### config.mk
export PLATFORM = sky130hd
export DESIGN_NAME = rot_axi_rd_arb
export DESIGN_NICKNAME = d
export VERILOG_FILES = /design/src/rtl/rot_axi_rd_arb.sv
export SDC_FILE = /design/constraint.sdc
export NUM_CORES = 1
export LEC_CHECK = 0
export ABC_AREA = 0
export ABC_CLOCK_PERIOD_IN_PS = 4500
export BUFFER_PORTS_ARGS = -buffer_cell sky130_fd_sc_hd__buf_2
export CAP_MARGIN = 20
export CORE_AREA = 2 2 188 190
export CTS_CLUSTER_SIZE = 40
export DETAILED_ROUTE_END_ITERATION = 16
export DIE_AREA = 0 0 190 192
export HOLD_SLACK_MARGIN = 0.15
export PLACE_DENSITY = 0.48
export SYNTH_ARGS = -nofsm -noshare
export SYNTH_HDL_FRONTEND = slang
export SYNTH_SLANG_ARGS = --single-unit
### constraint.sdc
create_clock -name clk_i -period 4.5 [get_ports clk_i]
set_input_delay 0.9 -clock clk_i [delete_from_list [all_inputs] [get_ports clk_i]]
set_output_delay 0.9 -clock clk_i [all_outputs]
set_load 0.02 [all_outputs]
### src/rtl/rot_axi_rd_arb.sv
// ---------------------------------------------------------------------------
// rot_axi_rd_arb
// Two-to-one AXI read-channel arbiter sharing the RoT's single master read
// path. AR requests are arbitrated and registered with a requester-index bit
// prepended to the ID. R beats are routed back combinationally by that bit.
// Per-requester outstanding-burst counters throttle each requester.
// Build option: define ROT_AXI_RD_ARB_RR_EN for round-robin arbitration;
// when it is left undefined, requester 0 has fixed priority.
// Revision: 1.0
// ---------------------------------------------------------------------------
`default_nettype none

module rot_axi_rd_arb #(
  parameter int IW        = 8,
  parameter int AW        = 64,
  parameter int DW        = 64,
  parameter int MAX_OUTST = 4
) (
  input  logic          clk_i,
  input  logic          rst_i,
  // requester 0
  input  logic [IW-1:0] s0_ar_id_i,
  input  logic [AW-1:0] s0_ar_addr_i,
  input  logic [7:0]    s0_ar_len_i,
  input  logic          s0_ar_valid_i,
  output logic          s0_ar_ready_o,
  output logic [IW-1:0] s0_r_id_o,
  output logic [DW-1:0] s0_r_data_o,
  output logic [1:0]    s0_r_resp_o,
  output logic          s0_r_last_o,
  output logic          s0_r_valid_o,
  input  logic          s0_r_ready_i,
  // requester 1
  input  logic [IW-1:0] s1_ar_id_i,
  input  logic [AW-1:0] s1_ar_addr_i,
  input  logic [7:0]    s1_ar_len_i,
  input  logic          s1_ar_valid_i,
  output logic          s1_ar_ready_o,
  output logic [IW-1:0] s1_r_id_o,
  output logic [DW-1:0] s1_r_data_o,
  output logic [1:0]    s1_r_resp_o,
  output logic          s1_r_last_o,
  output logic          s1_r_valid_o,
  input  logic          s1_r_ready_i,
  // master port
  output logic [IW:0]   m_ar_id_o,
  output logic [AW-1:0] m_ar_addr_o,
  output logic [7:0]    m_ar_len_o,
  output logic          m_ar_valid_o,
  input  logic          m_ar_ready_i,
  input  logic [IW:0]   m_r_id_i,
  input  logic [DW-1:0] m_r_data_i,
  input  logic [1:0]    m_r_resp_i,
  input  logic          m_r_last_i,
  input  logic          m_r_valid_i,
  output logic          m_r_ready_o,
  output logic          err_unexp_o
);

  localparam logic [3:0] MAX_CNT = 4'(MAX_OUTST);

  typedef enum logic {ST_IDLE = 1'b0, ST_HOLD = 1'b1} state_t;

  state_t     state;
  logic [3:0] cnt0;
  logic [3:0] cnt1;
  logic       elig0;
  logic       elig1;
  logic       grant0;
  logic       grant1;
  logic       in_idle;
  logic       r_sel;
  logic       inc0;
  logic       inc1;
  logic       dec0;
  logic       dec1;

  assign in_idle = (state == ST_IDLE);
  assign elig0   = s0_ar_valid_i && (cnt0 < MAX_CNT);
  assign elig1   = s1_ar_valid_i && (cnt1 < MAX_CNT);

`ifdef ROT_AXI_RD_ARB_RR_EN
  // last_grant = 1 means requester 1 won most recently, so requester 0 wins a tie
  logic last_grant;
  assign grant0 = elig0 && (!elig1 || last_grant);
  assign grant1 = elig1 && !grant0;

  // Track the most recent winner to alternate on ties
  always_ff @(posedge clk_i or posedge rst_i) begin
    if (rst_i) begin
      last_grant <= 1'b1;
    end else if (in_idle && (grant0 || grant1)) begin
      last_grant <= grant1;
    end
  end
`else
  assign grant0 = elig0;
  assign grant1 = elig1 && !elig0;
`endif

  // Ready is only offered from IDLE, so m_ar_ready_i never reaches it
  assign s0_ar_ready_o = in_idle && grant0;
  assign s1_ar_ready_o = in_idle && grant1;

  // AR FSM: capture the winner in IDLE, hold it on the master port until accepted
  always_ff @(posedge clk_i or posedge rst_i) begin
    if (rst_i) begin
      state        <= ST_IDLE;
      m_ar_valid_o <= 1'b0;
      m_ar_id_o    <= '0;
      m_ar_addr_o  <= '0;
      m_ar_len_o   <= '0;
    end else begin
      case (state)
        ST_IDLE: begin
          if (grant0 || grant1) begin
            m_ar_id_o    <= grant1 ? {1'b1, s1_ar_id_i} : {1'b0, s0_ar_id_i};
            m_ar_addr_o  <= grant1 ? s1_ar_addr_i : s0_ar_addr_i;
            m_ar_len_o   <= grant1 ? s1_ar_len_i : s0_ar_len_i;
            m_ar_valid_o <= 1'b1;
            state        <= ST_HOLD;
          end
        end
        ST_HOLD: begin
          if (m_ar_ready_i) begin
            m_ar_valid_o <= 1'b0;
            state        <= ST_IDLE;
          end
        end
        default: state <= ST_IDLE;
      endcase
    end
  end

  // R routing: the prepended ID bit selects the destination requester
  assign r_sel        = m_r_id_i[IW];
  assign m_r_ready_o  = r_sel ? s1_r_ready_i : s0_r_ready_i;
  assign s0_r_valid_o = m_r_valid_i && !r_sel;
  assign s1_r_valid_o = m_r_valid_i && r_sel;
  assign s0_r_id_o    = m_r_id_i[IW-1:0];
  assign s1_r_id_o    = m_r_id_i[IW-1:0];
  assign s0_r_data_o  = m_r_data_i;
  assign s1_r_data_o  = m_r_data_i;
  assign s0_r_resp_o  = m_r_resp_i;
  assign s1_r_resp_o  = m_r_resp_i;
  assign s0_r_last_o  = m_r_last_i;
  assign s1_r_last_o  = m_r_last_i;

  assign inc0 = s0_ar_valid_i && s0_ar_ready_o;
  assign inc1 = s1_ar_valid_i && s1_ar_ready_o;
  assign dec0 = m_r_valid_i && m_r_ready_o && m_r_last_i && !r_sel;
  assign dec1 = m_r_valid_i && m_r_ready_o && m_r_last_i && r_sel;

  // Outstanding-burst counters; a decrement at zero saturates
  always_ff @(posedge clk_i or posedge rst_i) begin
    if (rst_i) begin
      cnt0 <= 4'd0;
      cnt1 <= 4'd0;
    end else begin
      if (inc0 && !dec0) begin
        cnt0 <= cnt0 + 4'd1;
      end else if (dec0 && !inc0 && (cnt0 != 4'd0)) begin
        cnt0 <= cnt0 - 4'd1;
      end
      if (inc1 && !dec1) begin
        cnt1 <= cnt1 + 4'd1;
      end else if (dec1 && !inc1 && (cnt1 != 4'd0)) begin
        cnt1 <= cnt1 - 4'd1;
      end
    end
  end

  // Sticky flag for an R last that has no outstanding burst to retire
  always_ff @(posedge clk_i or posedge rst_i) begin
    if (rst_i) begin
      err_unexp_o <= 1'b0;
    end else if ((dec0 && (cnt0 == 4'd0)) || (dec1 && (cnt1 == 4'd0))) begin
      err_unexp_o <= 1'b1;
    end
  end

endmodule

`default_nettype wire

# Word level (Yosys, flattened, before mapping)
# Index checks and enable logic that the tools add are counted.
# word_totals
n_memories	0
reg_bits	92
wordCells	68
output_inout_bits	238
ramBits	0
rom_bits	0
latchBits	0
in_bits	244
# classes
mul	0
n_addsub	4
mux	14
eq_ne	2
shifts	0
reduce_logical	37
bitwise	1
n_div	0
n_lt_le_gt_ge	2
# op_table
op	n
$mux 64	1
$logic_and 1x1->1	21
$mux 4	4
$mux 9	1
$add 4x1->4 const B	2
$logic_not 4->1	2
$lt 4x3->1 const B	2
$mux 8	1
$reduce_bool 4->1	2
$sub 4x1->4 const B	2
$logic_not 1->1	6
$mux 1	5
$pmux 1 s2	2
$reduce_and 2->1	2
$reduce_bool 2->1	2
$logic_or 1x1->1	2
$ne 2x1->1 const B	1
$ne 2x2->1 const B	1
$not 1->1	1

# Longest topological paths before layout
# Gate-level depths: netlist of the first run.
# depth
depth_word	11
ltp_mapped	8
depth_no_buf	8

# Worst setup path before layout of the first run
# No wires, ideal clock.
# synth_timing
kind	in2reg
from	input s0_ar_valid_i
to	register cnt0[3]
n_path_buf	0
t_required_ns	4.420
path_slack_ns	1.657
path_stages	8
arrival_ns	2.763
setup_time_ns	0.080
path_cell_list	nor4b_2 -> and2_1 -> inv_1 -> ha_1 -> a21o_1 -> a21oi_1 -> mux2i_1 -> xnor2_1
# synth_between
elab_chain_cells	7
word_cells_on_any_way	9
cone_classes	mux: 1; reduce/logical: 8
# synth_lines
element	line_no	rtl
start, declared	25	input logic s0_ar_valid_i,
$logic_and 1x1->1	79	assign elig0 = s0_ar_valid_i && (cnt0 < MAX_CNT);
$logic_and 1x1->1	102	assign s0_ar_ready_o = in_idle && grant0;
$logic_and 1x1->1 *	149	assign inc0 = s0_ar_valid_i && s0_ar_ready_o;
$logic_not 1->1	162	end else if (dec0 && !inc0 && (cnt0 != 4'd0)) begin
$logic_and 1x1->1 (2 in a row)	162	
$reduce_bool 2->1 (no source line)	n/a	
end signal, assigned	161	cnt0 <= cnt0 + 4'd1;
end signal, assigned	163	cnt0 <= cnt0 - 4'd1;
end, declared	65	logic [3:0] cnt0;
# Every way passes the cells marked *; elsewhere a longest branch is shown, timed or not.
# A chain may end at the register's enable or synchronous reset.

# Worst setup path in the final report of the first run
# layout_timing
from	input s0_ar_valid_i
to	register m_ar_addr_o[42]
# layout_between
elab_chain_cells	5
word_cells_on_any_way	6
cone_classes	mux: 1; reduce/logical: 5
# layout_lines
element	line_no	rtl
$logic_and 1x1->1 *	79	
$logic_not 1->1	98	assign grant1 = elig1 && !elig0;
$logic_and 1x1->1	98	
$logic_or 1x1->1	116	if (grant0 || grant1) begin
$reduce_and 2->1 (no source line)	n/a	
end signal, assigned	118	m_ar_addr_o <= grant1 ? s1_ar_addr_i : s0_ar_addr_i;
end, declared	47	output logic [AW-1:0] m_ar_addr_o,
# Marked as above.

==> metrics.md, run 1 <==
| Metric | Value |
|---|---|
| Switching pwr | `0.00196 W` |
| Number of fill cells | `3,793` |
| Slew HR | `43.8%` |
| H-tree depth | `3` |
| Min Tclk post-route | `2.83 ns` |
| DIE HEIGHT | `192 um` |
| Routed WL | `15.5 mm` |
| Global routing usage on met1 | `8.00%` |
| Switching portion of total power | `42.2%` |
| Busiest grt layer | `met2` |
| Critical path class | `input pin to flop` |
| Initial antenna violation count | `1` |
| Internal power | `0.00268 W` |
| Post-Route Setup TNS | `0 ns` |
| Grt met3 use | `4.70%` |
| Dpl ws | `1.24 ns` |
| Effective utilization at floorplan | `16.4%` |
| Hold Fails Final Rpt | `0` |
| DP HPWL | `12.4 mm` |
| Compound-Gate Fraction of Synth Area | `9.01%` |
| Final setup fails | `0` |
| RSZ-0062 raised after global routing | `no` |
| Crit path arrival time | `3.11 ns` |
| Core ar. | `0.0343 sq mm` |
| Crit path largest cell delay | `0.68 ns` |
| Multi-input gate area | `0.00200 sq mm` |
| Pwr dens | `701 mW/mm^2` |
| I/O pin count | `482` |
| Residual DRC | `0` |
| Yosys warnings | `0` |
| Cell variety after synth | `34` |
| DP Area | `0.00624 sq mm` |
| F_max | `354 MHz` |
| Via density per instance | `3.55` |
| Power share of the combinational group | `47.1%` |
| Clock Tree Buf Depth | `2` |
| Finished Layout Cells | `1,128` |
| Clk root buf | `clkbuf_16` |
| Mux cell area share after synthesis | `15.4%` |
| Crit end category | `flop` |
| Clock-pin slew on the worst setup and hold paths | `0.07 ns` |
| Worst path slowest cell | `o21ai_4` |
| Drt first pass iters | `4` |
| Max Slew Vio Count | `0` |
| Die ar. | `0.0365 sq mm` |
| Pin count of the biggest net entering global routing | `75` |
| Worst-path fanout max | `74` |
| Worst hold margin | `0.513 ns` |
| Worst hold path type | `flop to flop` |
| Tot GR Track Use | `8.47%` |
| Slew @ Worst Pin | `0.843 ns` |
| Yosys reg bits | `92` |
| Post-Place Cells | `1,111` |
| Post-CTS Hold Fix Bufs | `0` |
| Global-route wire length before repair | `22.8 mm` |
| Pleak | `3.39 nW` |
| CTS tree | `done` |
| Synth Area in Adders | `1.60%` |
| Area growth syn-to-layout | `17.7%` |
| Crit path max-delay family | `compound AO/OA/AOI/OAI gates` |
| Post-CTS sizing | `0` |
| Clock Latency Late Sink | `0.37 ns` |
| Crit-path cells | `buf_2 -> or3b_1 -> o21ai_4 -> buf_4 -> nor2_1 -> a21oi_1` |
| CP required | `4.78 ns` |
| Peak supply drop | `0.255 mV` |
| Syn_nets | `817` |
| Post-route setup slack | `1.67 ns` |
| Fin crit share | `62.8%` |
| Mapped cell area | `0.00562 sq mm` |
| Nets | `917` |
| Synth Area in XOR/XNOR | `0.935%` |
| Synth Area in Simple Gates | `8.30%` |
| Flop pwr share | `32.3%` |
| Vias in the first global route | `4,048` |
| CTS buffer count | `9` |
| Post-CTS Setup Repair Bufs | `0` |
| Mean Syn Cell Area | `9.91 sq um` |
| Main combinational cell family by area after synthesis | `buffers and inverters` |
| FF/Latch Area | `0.00230 sq mm` |
| Sink Count | `92` |
| Design area | `0.00662 sq mm` |
| Final ANT Viol Nets | `0` |
| 1st-iter DRT viols | `112` |
| Routed len/inst | `13.7 um` |
| Synth Instances | `567` |
| Die width | `190 um` |
| Total gr overflow | `0` |
| Gpl congestion | `0.684` |
| Max-cap violations | `0` |
| Sequential share of the synthesized area | `41.0%` |
| Fraction of layout cells with a size suffix above 1 | `44.8%` |
| Clock Skews | `0.0146 ns` |
| CP Launch Type | `input pin` |
| Number of cell rows | `68` |
| Met2 Usage GRT | `13.8%` |
| Clock Power Share | `20.6%` |
| Critical path buffers and inverters | `2` |
| Outcome | `finished clean` |
| Vias | `4,009` |
| I/O Buffers | `259` |
==> synthesized netlist by cell type <==
cell | n | share of area, %
nor4b_1 | 1 | 0.16
o21ai_2 | 1 | 0.16
nor2_1 | 87 | 5.8
inv_1 | 4 | 0.27
and3_1 | 1 | 0.11
a211oi_1 | 1 | 0.13
nor4_1 | 1 | 0.11
buf_2 | 13 | 1.2
nor2b_1 | 2 | 0.22
nor3b_1 | 2 | 0.27
xor2_1 | 1 | 0.16
ha_1 | 4 | 0.89
nand4b_1 | 1 | 0.16
fa_1 | 2 | 0.71
a21o_1 | 2 | 0.27
nor2_2 | 1 | 0.11
nand4_1 | 1 | 0.11
a21oi_2 | 10 | 1.6
buf_6 | 9 | 1.8
mux2_2 | 4 | 0.80
a21oi_1 | 73 | 6.5
a21boi_0 | 1 | 0.13
or4_1 | 1 | 0.13
dfrtp_1 | 92 | 41
nand3_1 | 1 | 0.089
nor4b_2 | 1 | 0.27
o21ai_0 | 3 | 0.27
and2_1 | 2 | 0.22
or3b_1 | 1 | 0.16
or4b_4 | 1 | 0.24
buf_4 | 154 | 21
xnor2_1 | 5 | 0.78
mux2i_1 | 82 | 15
nand2_1 | 2 | 0.13
==> cell families after synthesis <==
logic type                 count (synthesis)
adders and majority gates                  6
AOI/OAI and AO/OA                         91
and+or+nand+nor                          106
buffers and inverters                    180
xor gates and xnor gates                   6
muxes                                     86
DFF                                       92
==> final timing paths <==
path,slack [ns],start,to,depth (start not counted)
setup reg to reg,1.79,cnt0[2]$_DFFE_PP0P_,m_ar_addr_o[42]$_DFFE_PP0P_,5
hold / removal,0.51,err_unexp_o$_DFFE_PP0P_,err_unexp_o$_DFFE_PP0P_,2
hold reg to reg,0.51,err_unexp_o$_DFFE_PP0P_,err_unexp_o$_DFFE_PP0P_,2
min in group asynchronous,0.68,rst_i,m_ar_addr_o[52]$_DFFE_PP0P_,2
max in group asynchronous,2.88,rst_i,m_ar_addr_o[11]$_DFFE_PP0P_,3
setup / recovery,1.67,s0_ar_valid_i,m_ar_addr_o[42]$_DFFE_PP0P_,6
==> cell usage in the layout, fill, tap and decap left out, types with 4 or more instances in the layout <==
master,n
nor2_1,87
a21oi_2,10
mux2_2,4
xnor2_1,5
ha_1,4
buf_2,259
buf_4,5
bufinv_16,4
clkbuf_16,9
a21oi_1,73
mux2i_1,82
dfrtp_1,92
==> worst min-delay path, cell delays in order, from the launching register on <==
cell	delay, ns
dfrtp_1	0.37
nor2_1	0.05
o21ai_0	0.05
==> metal layers <==
layer	vias up	routed length [um]
met1	1753	5380
met2	249	7330
met5	-	0
li1	1955	-
met3	52	1930
met4	0	845
==> registers in the layout, indices dropped and copies added (netlist names) <==
register and flops:
m_ar_valid_o 1, cnt0 4, m_ar_id_o 9, cnt1 4, m_ar_addr_o 64, m_ar_len_o 8, state 1, err_unexp_o 1
==> power groups by stage <==
stage | Combinational [W] | Sequential [W] | Clock, W
finish | 0.00218 | 0.00150 | 0.000956
global route | 0.00244 | 0.00156 | 0.00104
CTS | 0.00224 | 0.00151 | 0.00101
detailed placement | 0.00224 | 0.00152 | 0
global placement | 0.00220 | 0.00152 | 0
floorplan | 0.00132 | 0.00195 | 0
==> cell type report <==
class | instances | area share (%)
tap | 455 | 8.60
clock buffer | 9 | 3.40
clock inverter | 7 | 2.19
timing repair buffer | 265 | 20.5
inverter | 4 | 0.265
sequential | 92 | 34.8
antenna | 1 | 0.0378
multi-input combinational | 295 | 30.3
==> per-stage QoR <==
stage | utilization (%) | power, W
floorplan | - | 0.00327
global placement | 18.2 | 0.00372
detailed placement | 18.2 | 0.00376
CTS | 19.3 | 0.00476
global route | 19.3 | 0.00504
finish | 19.3 | 0.00464
No activity file was read; power rests on OpenSTA's default activity.
==> run 2, diff against run 1 <==
- ABC_CLOCK_PERIOD_IN_PS: 4500 -> 2400
- CORE_AREA: 2 2 188 190 -> 2 2 190 192
- DIE_AREA: 0 0 190 192 -> 0 0 192 194
- PLACE_DENSITY: 0.48 -> 0.49
- clock period: 4.5 -> 2.4 ns (I/O delays scaled with it)
==> run 2 against run 1 <==
Net effect:
- cell count is 1.2% higher
- utilization is 0.35 points lower
- register-to-register slack worse by 1.6 ns
- non-clock buffer count is 9 higher
- clock power is 54% higher
- die area is 2.1% higher
- hold slack worse by 0.33 ns
==> metrics.md, run 2 (synthesized netlist as in run 1, its figures left out) <==
| Metric | Value |
|---|---|
| Final Util | `19.0%` |
| Hold Fails Final Rpt | `0` |
| Clock-pin slew on the worst setup and hold paths | `0.07 ns` |
| Vias in the first global route | `3,889` |
| Multi-input gate area | `0.00201 sq mm` |
| I/O Buffers | `259` |
| Crit-path cells | `buf_4 -> or4b_4 -> nor2_1 -> buf_2` |
| Residual DRC | `0` |
| FF/Latch Area | `0.00230 sq mm` |
| RSZ-0062 raised after global routing | `yes` |
| DP HPWL | `11.4 mm` |
| Clk root buf | `clkbuf_16` |
| Post-route setup slack | `0.0851 ns` |
| Clock Skews | `0.00548 ns` |
| Critical path buffers and inverters | `2` |
| Initial antenna violation count | `0` |
| Dpl ws | `0.0595 ns` |
| Vias | `4,037` |
| DP Area | `0.00638 sq mm` |
| Core ar. | `0.0352 sq mm` |
| Biggest regs | `m_ar_addr_o: 64 flops, m_ar_id_o: 9 flops, m_ar_len_o: 8 flops` |
| Clock Latency Late Sink | `0.36 ns` |
| Routed len/inst | `12.6 um` |
| 1st-iter DRT viols | `121` |
| Worst hold path type | `input pin to async pin` |
| Drt first pass iters | `4` |
| Switching pwr | `0.00366 W` |
| Number of fill cells | `3,977` |
| Tot GR Track Use | `7.60%` |
| Crit path arrival time | `1.83 ns` |
| Commonest non-fill, non-tap cell in the layout | `buf_2` |
| Clock Power Share | `17.3%` |
| Slew HR | `67.0%` |
| Clock Tree Buf Depth | `2` |
| Worst hold margin | `0.187 ns` |
| Slew @ Worst Pin | `0.495 ns` |
| Pleak | `3.42 nW` |
| H-tree depth | `3` |
| Post-CTS Setup Repair Bufs | `0` |
| Die ar. | `0.0372 sq mm` |
| Flop pwr share | `32.7%` |
| Final ANT Viol Nets | `0` |
| CTS buffer count | `9` |
| Effective utilization at floorplan | `16.0%` |
| Critical path class | `flop to output port` |
| F_max | `432 MHz` |
| Min Tclk post-route | `2.31 ns` |
| Global-route wire length before repair | `21.0 mm` |
| Gpl congestion | `0.693` |
| Worst-path fanout max | `4` |
| Crit end category | `output port` |
| Area growth syn-to-layout | `18.7%` |
| Crit path largest cell delay | `0.57 ns` |
| Pwr dens | `1270 mW/mm^2` |
| Post-CTS sizing | `0` |
| # diodes | `0` |
| CP Launch Type | `flop` |
| Commonest cells after routing, fill and taps aside | `buf_2, dfrtp_1, nor2_1` |
| Switching portion of total power | `43.0%` |
| Peak supply drop | `0.409 mV` |
| Fin crit share | `96.5%` |
| Design area | `0.00668 sq mm` |
| Power share of the combinational group | `50.0%` |
| Nets | `926` |
| Total gr overflow | `0` |
| CP required | `1.92 ns` |
| Crit path max-delay family | `simple AND/OR/NAND/NOR gates` |
| Final setup fails | `0` |
| Post-CTS Hold Fix Bufs | `0` |
| Fraction of layout cells with a size suffix above 1 | `45.2%` |
| Sink Count | `92` |
| Max Slew Vio Count | `0` |
| Top reg by flops | `m_ar_addr_o` |
| CTS tree | `done` |
| Max reg flops | `64` |
| Internal power | `0.00485 W` |
| Outcome | `finished clean` |
| Number of cell rows | `69` |
| I/O pin count | `482` |
| DIE HEIGHT | `194 um` |
| Pin count of the biggest net entering global routing | `75` |
| Die width | `192 um` |
| Routed WL | `14.4 mm` |
| Worst path slowest cell | `or4b_4` |
| Via density per instance | `3.54` |
| Power Total | `0.00851 W` |
| Max-cap violations | `0` |
[run 2: area by class of cell]
cell class / instances / area share, %
Sequential cell: 92 / 34.5
Multi-Input combinational cell: 295 / 30.1
Timing Repair Buffer: 274 / 22.0
Tap cell: 461 / 8.64
Clock buffer: 12 / 3.69
Clock inverter: 4 / 0.731
Inverter: 4 / 0.281
[run 2: metal layers]
layer	vias up	global-route usage [%]	share of wire, %
li1	1972	-	-
met2	232	12.0	47
met5	-	0	0
met4	0	6.25	6.7
met1	1759	7.44	35
met3	74	3.78	11
[run 2: path summary, 6_finish.rpt]
kind                                          from                           to  slack (ns)  cells past startpoint
max in group asynchronous                    rst_i  m_ar_addr_o[41]$_DFFE_PP0P_        1.75                      3
min                                          rst_i          cnt1[1]$_DFFE_PP0P_        0.19                      3
max                                state$_DFF_PP0_                s1_ar_ready_o        0.09                      4
max reg2reg                        state$_DFF_PP0_          cnt1[3]$_DFFE_PP0P_        0.20                      8
min in group clk_i                  s1_ar_len_i[6]    m_ar_len_o[6]$_DFFE_PP0P_        0.41                      3
min reg2reg                err_unexp_o$_DFFE_PP0P_      err_unexp_o$_DFFE_PP0P_        0.49                      2
[run 2: through the flow]
stage	TNS, ns	cells
2_1_floorplan	0	567
3_5_place_dp	0	1126
6_report	0	1142
4_1_cts	0	1142
5_1_grt	-0.000184	1142
3_3_place_gp	0	1126
[run 2: power groups by stage]
stage	logic [W]	registers (W)	clock network, W
3_3_place_gp	0.00430	0.00280	0
3_5_place_dp	0.00436	0.00280	0
6_report	0.00426	0.00278	0.00147
4_1_cts	0.00435	0.00279	0.00158
5_1_grt	0.00471	0.00289	0.00163
2_1_floorplan	0.00248	0.00366	0
[run 2: worst min-delay path, stage by stage]
cell        delay (ns)
buf_2             0.11
clkinvlp_4        0.08
buf_12            0.25
==> run 3, diff against run 2 <==
- ABC_AREA: 0 -> 1
- CORE_AREA: 2 2 190 192 -> 2 2 185 187
- DIE_AREA: 0 0 192 194 -> 0 0 187 189
- PLACE_DENSITY: 0.49 -> 0.51
==> run 3 against run 2 <==
Net effect:
- clock skew about the same
- maximum frequency up 16%
- non-clock buffer count down 10
- utilization grew 0.69 points
- clock-buffer cell count down 3
- wire length up 20%
- critical path type is now flop to flop
- hold slack better by 0.067 ns
- synthesized cell count up 22%
- combinational power grew 3%
==> metrics.md, run 3 <==
| Metric | Value |
|---|---|
| Outcome | `finished clean` |
| Initial antenna violation count | `0` |
| Clock-pin slew on the worst setup and hold paths | `0.07 ns` |
| Crit path max-delay family | `simple AND/OR/NAND/NOR gates` |
| Post-CTS Hold Fix Bufs | `0` |
| Top-area cell type share of the netlist area | `40.7%` |
| RSZ-0062 raised after global routing | `no` |
| Fraction of layout cells with a size suffix above 1 | `37.0%` |
| DP HPWL | `12.4 mm` |
| Post-CTS Setup Repair Bufs | `0` |
| Crit-path cells | `nor2_4 -> nand2_4 -> nor2_8 -> nand2_1 -> ha_1 -> nand2_1 -> nand2_1 -> a21oi_1 -> nand3b_1 -> nand2_1 -> nand2_1 -> nand2_1` |
| Drt first pass iters | `4` |
| Synth top cells by count | `buf_4, o21ai_1, nand2_1, dfrtp_1, nor2_1` |
| Residual DRC | `0` |
| Sequential share of the synthesized area | `40.7%` |
| Post-route setup slack | `0.397 ns` |
| I/O pin count | `482` |
| I/O Buffers | `259` |
| Effective utilization at floorplan | `17.0%` |
| Core ar. | `0.0333 sq mm` |
| Die ar. | `0.0353 sq mm` |
| Peak supply drop | `0.535 mV` |
| Most used flip-flop cell after synthesis | `dfrtp_1` |
| Syn_nets | `940` |
| Synth Instances | `690` |
| Ys async rst share | `100%` |
| Synth Area in Adders | `1.59%` |
| F_max | `499 MHz` |
| H-tree depth | `3` |
| DIE HEIGHT | `189 um` |
| Tot GR Track Use | `9.85%` |
| Critical Path Most Common Cell | `nand2_1` |
| Max reg flops | `64` |
| Clock Latency Late Sink | `0.36 ns` |
| Vias in the first global route | `4,709` |
| Crit path arrival time | `2.26 ns` |
| 1st-iter DRT viols | `184` |
| Routed WL | `17.3 mm` |
| Worst hold path type | `input pin to async pin` |
| Area growth syn-to-layout | `15.5%` |
| CP Launch Type | `flop` |
| Max Slew Vio Count | `0` |
| Hold Fails Final Rpt | `0` |
| Synth Area in XOR/XNOR | `0.464%` |
| Pwr dens | `1360 mW/mm^2` |
| Crit end category | `flop` |
| Total gr overflow | `0` |
| Pleak | `3.25 nW` |
| Post-Route Setup TNS | `0 ns` |
| Cell variety after synth | `31` |
| CTS tree | `done` |
| Clock Tree Buf Depth | `2` |
| Gpl congestion | `0.754` |
| Slew HR | `49.8%` |
| Count leader, synth | `buf_4` |
| Yosys reg bits | `92` |
| # diodes | `0` |
| Slew @ Worst Pin | `0.752 ns` |
| Main combinational cell family by area after synthesis | `buffers and inverters` |
| Worst path slowest cell | `dfrtp_1` |
| Max-cap violations | `0` |
| Die width | `187 um` |
| Dpl ws | `0.332 ns` |
| Yosys warnings | `0` |
| Sink Count | `92` |
| Global-route wire length before repair | `26.7 mm` |
| Routed len/inst | `14.1 um` |
| Critical path class | `flop to flop` |
| Biggest regs | `m_ar_addr_o: 64 flops, m_ar_id_o: 9 flops, m_ar_len_o: 8 flops` |
| Top reg by flops | `m_ar_addr_o` |
| Final setup fails | `0` |
| Clock Skews | `0.00556 ns` |
| Fin crit share | `83.4%` |
| CP required | `2.66 ns` |
| Vias | `4,747` |
| Mapped cell area | `0.00566 sq mm` |
| Mux cell area share after synthesis | `0%` |
| Compound-Gate Fraction of Synth Area | `15.1%` |
| Min Tclk post-route | `2.00 ns` |
| Synth Area in Simple Gates | `16.0%` |
| Crit path largest cell delay | `0.43 ns` |
| Number of synthesized flops with an enable pin | `0` |
| Synth area leaders | `dfrtp_1, buf_4, o21ai_1, nand2_1, nor2_1` |
| Post-CTS sizing | `0` |
| Clk root buf | `clkbuf_16` |
| Pin count of the biggest net entering global routing | `93` |
| Worst-path fanout max | `5` |
| Mean Syn Cell Area | `8.21 sq um` |
| Critical path buffers and inverters | `0` |
| Commonest non-fill, non-tap cell in the layout | `buf_2` |
| Nets | `1,032` |
| CTS buffer count | `9` |
| Number of fill cells | `3,789` |
| Number of cell rows | `67` |
| Commonest cells after routing, fill and taps aside | `buf_2, o21ai_1, nand2_1` |
| Final ANT Viol Nets | `0` |
| Via density per instance | `3.85` |
| Synth area leader | `dfrtp_1` |
-- run 3: cell count changes in the layout (fill, tap and decap cells not counted), sizes merged, moves of 3 or more --
| cell | previous run | this run |
|---|---|---|
| a21oi | 83 | 3 |
| buf | 274 | 264 |
| clkbuf | 12 | 9 |
| inv | 3 | 17 |
| mux2 | 4 | 0 |
| mux2i | 82 | 0 |
| nand2 | 2 | 115 |
| nand3 | 1 | 10 |
| nor2 | 88 | 91 |
| o21ai | 4 | 164 |
| xnor2 | 5 | 1 |
-- run 3: final cells by class --
class / instances / area [sq um] / area share [%]
tap: 448 / 561 / 8.57
timing repair buffer: 264 / 1380 / 21.2
clock buffer: 9 / 225 / 3.44
sequential: 92 / 2300 / 35.2
inverter: 18 / 76.3 / 1.17
multi-input combinational: 397 / 1880 / 28.7
clock inverter: 6 / 114 / 1.74
-- run 3: power breakdown --
group          internal [W]  switching, W  leakage, nW
Combinational       0.00146       0.00292         1.97
Sequential          0.00234      0.000456         1.12
Clock               0.00101      0.000667        0.158
Total               0.00482       0.00405         3.25
-- run 3: kinds of logic after synthesis --
group / after synthesis
fa+ha+maj: 6
xor+xnor: 3
flops: 92
buf+inv: 201
compound gates: 168
simple gates: 220
-- run 3: through the flow --
stage	hold slack [ns]	cells	area (sq um)	total power, W	util, %
floorplan	0.517	690	5670	0.00635	-
global placement	0.463	1219	6200	0.00724	18.6
detailed placement	0.462	1219	6200	0.00730	18.6
CTS	0.262	1234	6540	0.00906	19.6
global route	0.293	1234	6540	0.00963	19.6
finish	0.254	1234	6540	0.00886	19.6
-- run 3: final timing paths --
kind	depth (start not counted)	slack, ns	startpoint	end
min reg2reg	2	0.47	m_ar_valid_o$_DFFE_PP0P_	m_ar_valid_o$_DFFE_PP0P_
min in group clk_i	2	0.32	m_ar_ready_i	state$_DFF_PP0_
max reg2reg	12	0.40	cnt0[2]$_DFFE_PP0P_	cnt0[3]$_DFFE_PP0P_
min	3	0.25	rst_i	m_ar_len_o[2]$_DFFE_PP0P_
max in group asynchronous	3	1.74	rst_i	m_ar_addr_o[7]$_DFFE_PP0P_
max	12	0.40	cnt0[2]$_DFFE_PP0P_	cnt0[3]$_DFFE_PP0P_
-- run 3: worst reg2reg max path, stage by stage (launching register included) --
cell	delay, ns
dfrtp_1	0.43
nor2_4	0.22
nand2_4	0.11
nor2_8	0.14
nand2_1	0.15
ha_1	0.30
nand2_1	0.07
nand2_1	0.05
a21oi_1	0.14
nand3b_1	0.15
nand2_1	0.06
nand2_1	0.05
nand2_1	0.04
-- run 3: metal layers --
layer / vias up / track usage, % / part of all wire [%]
met3: 66 / 4.87 / 11
met4: 0 / 5.46 / 4.6
met5: - / 0 / 0
met2: 256 / 16.6 / 49
li1: 2255 / - / -
met1: 2170 / 9.97 / 36
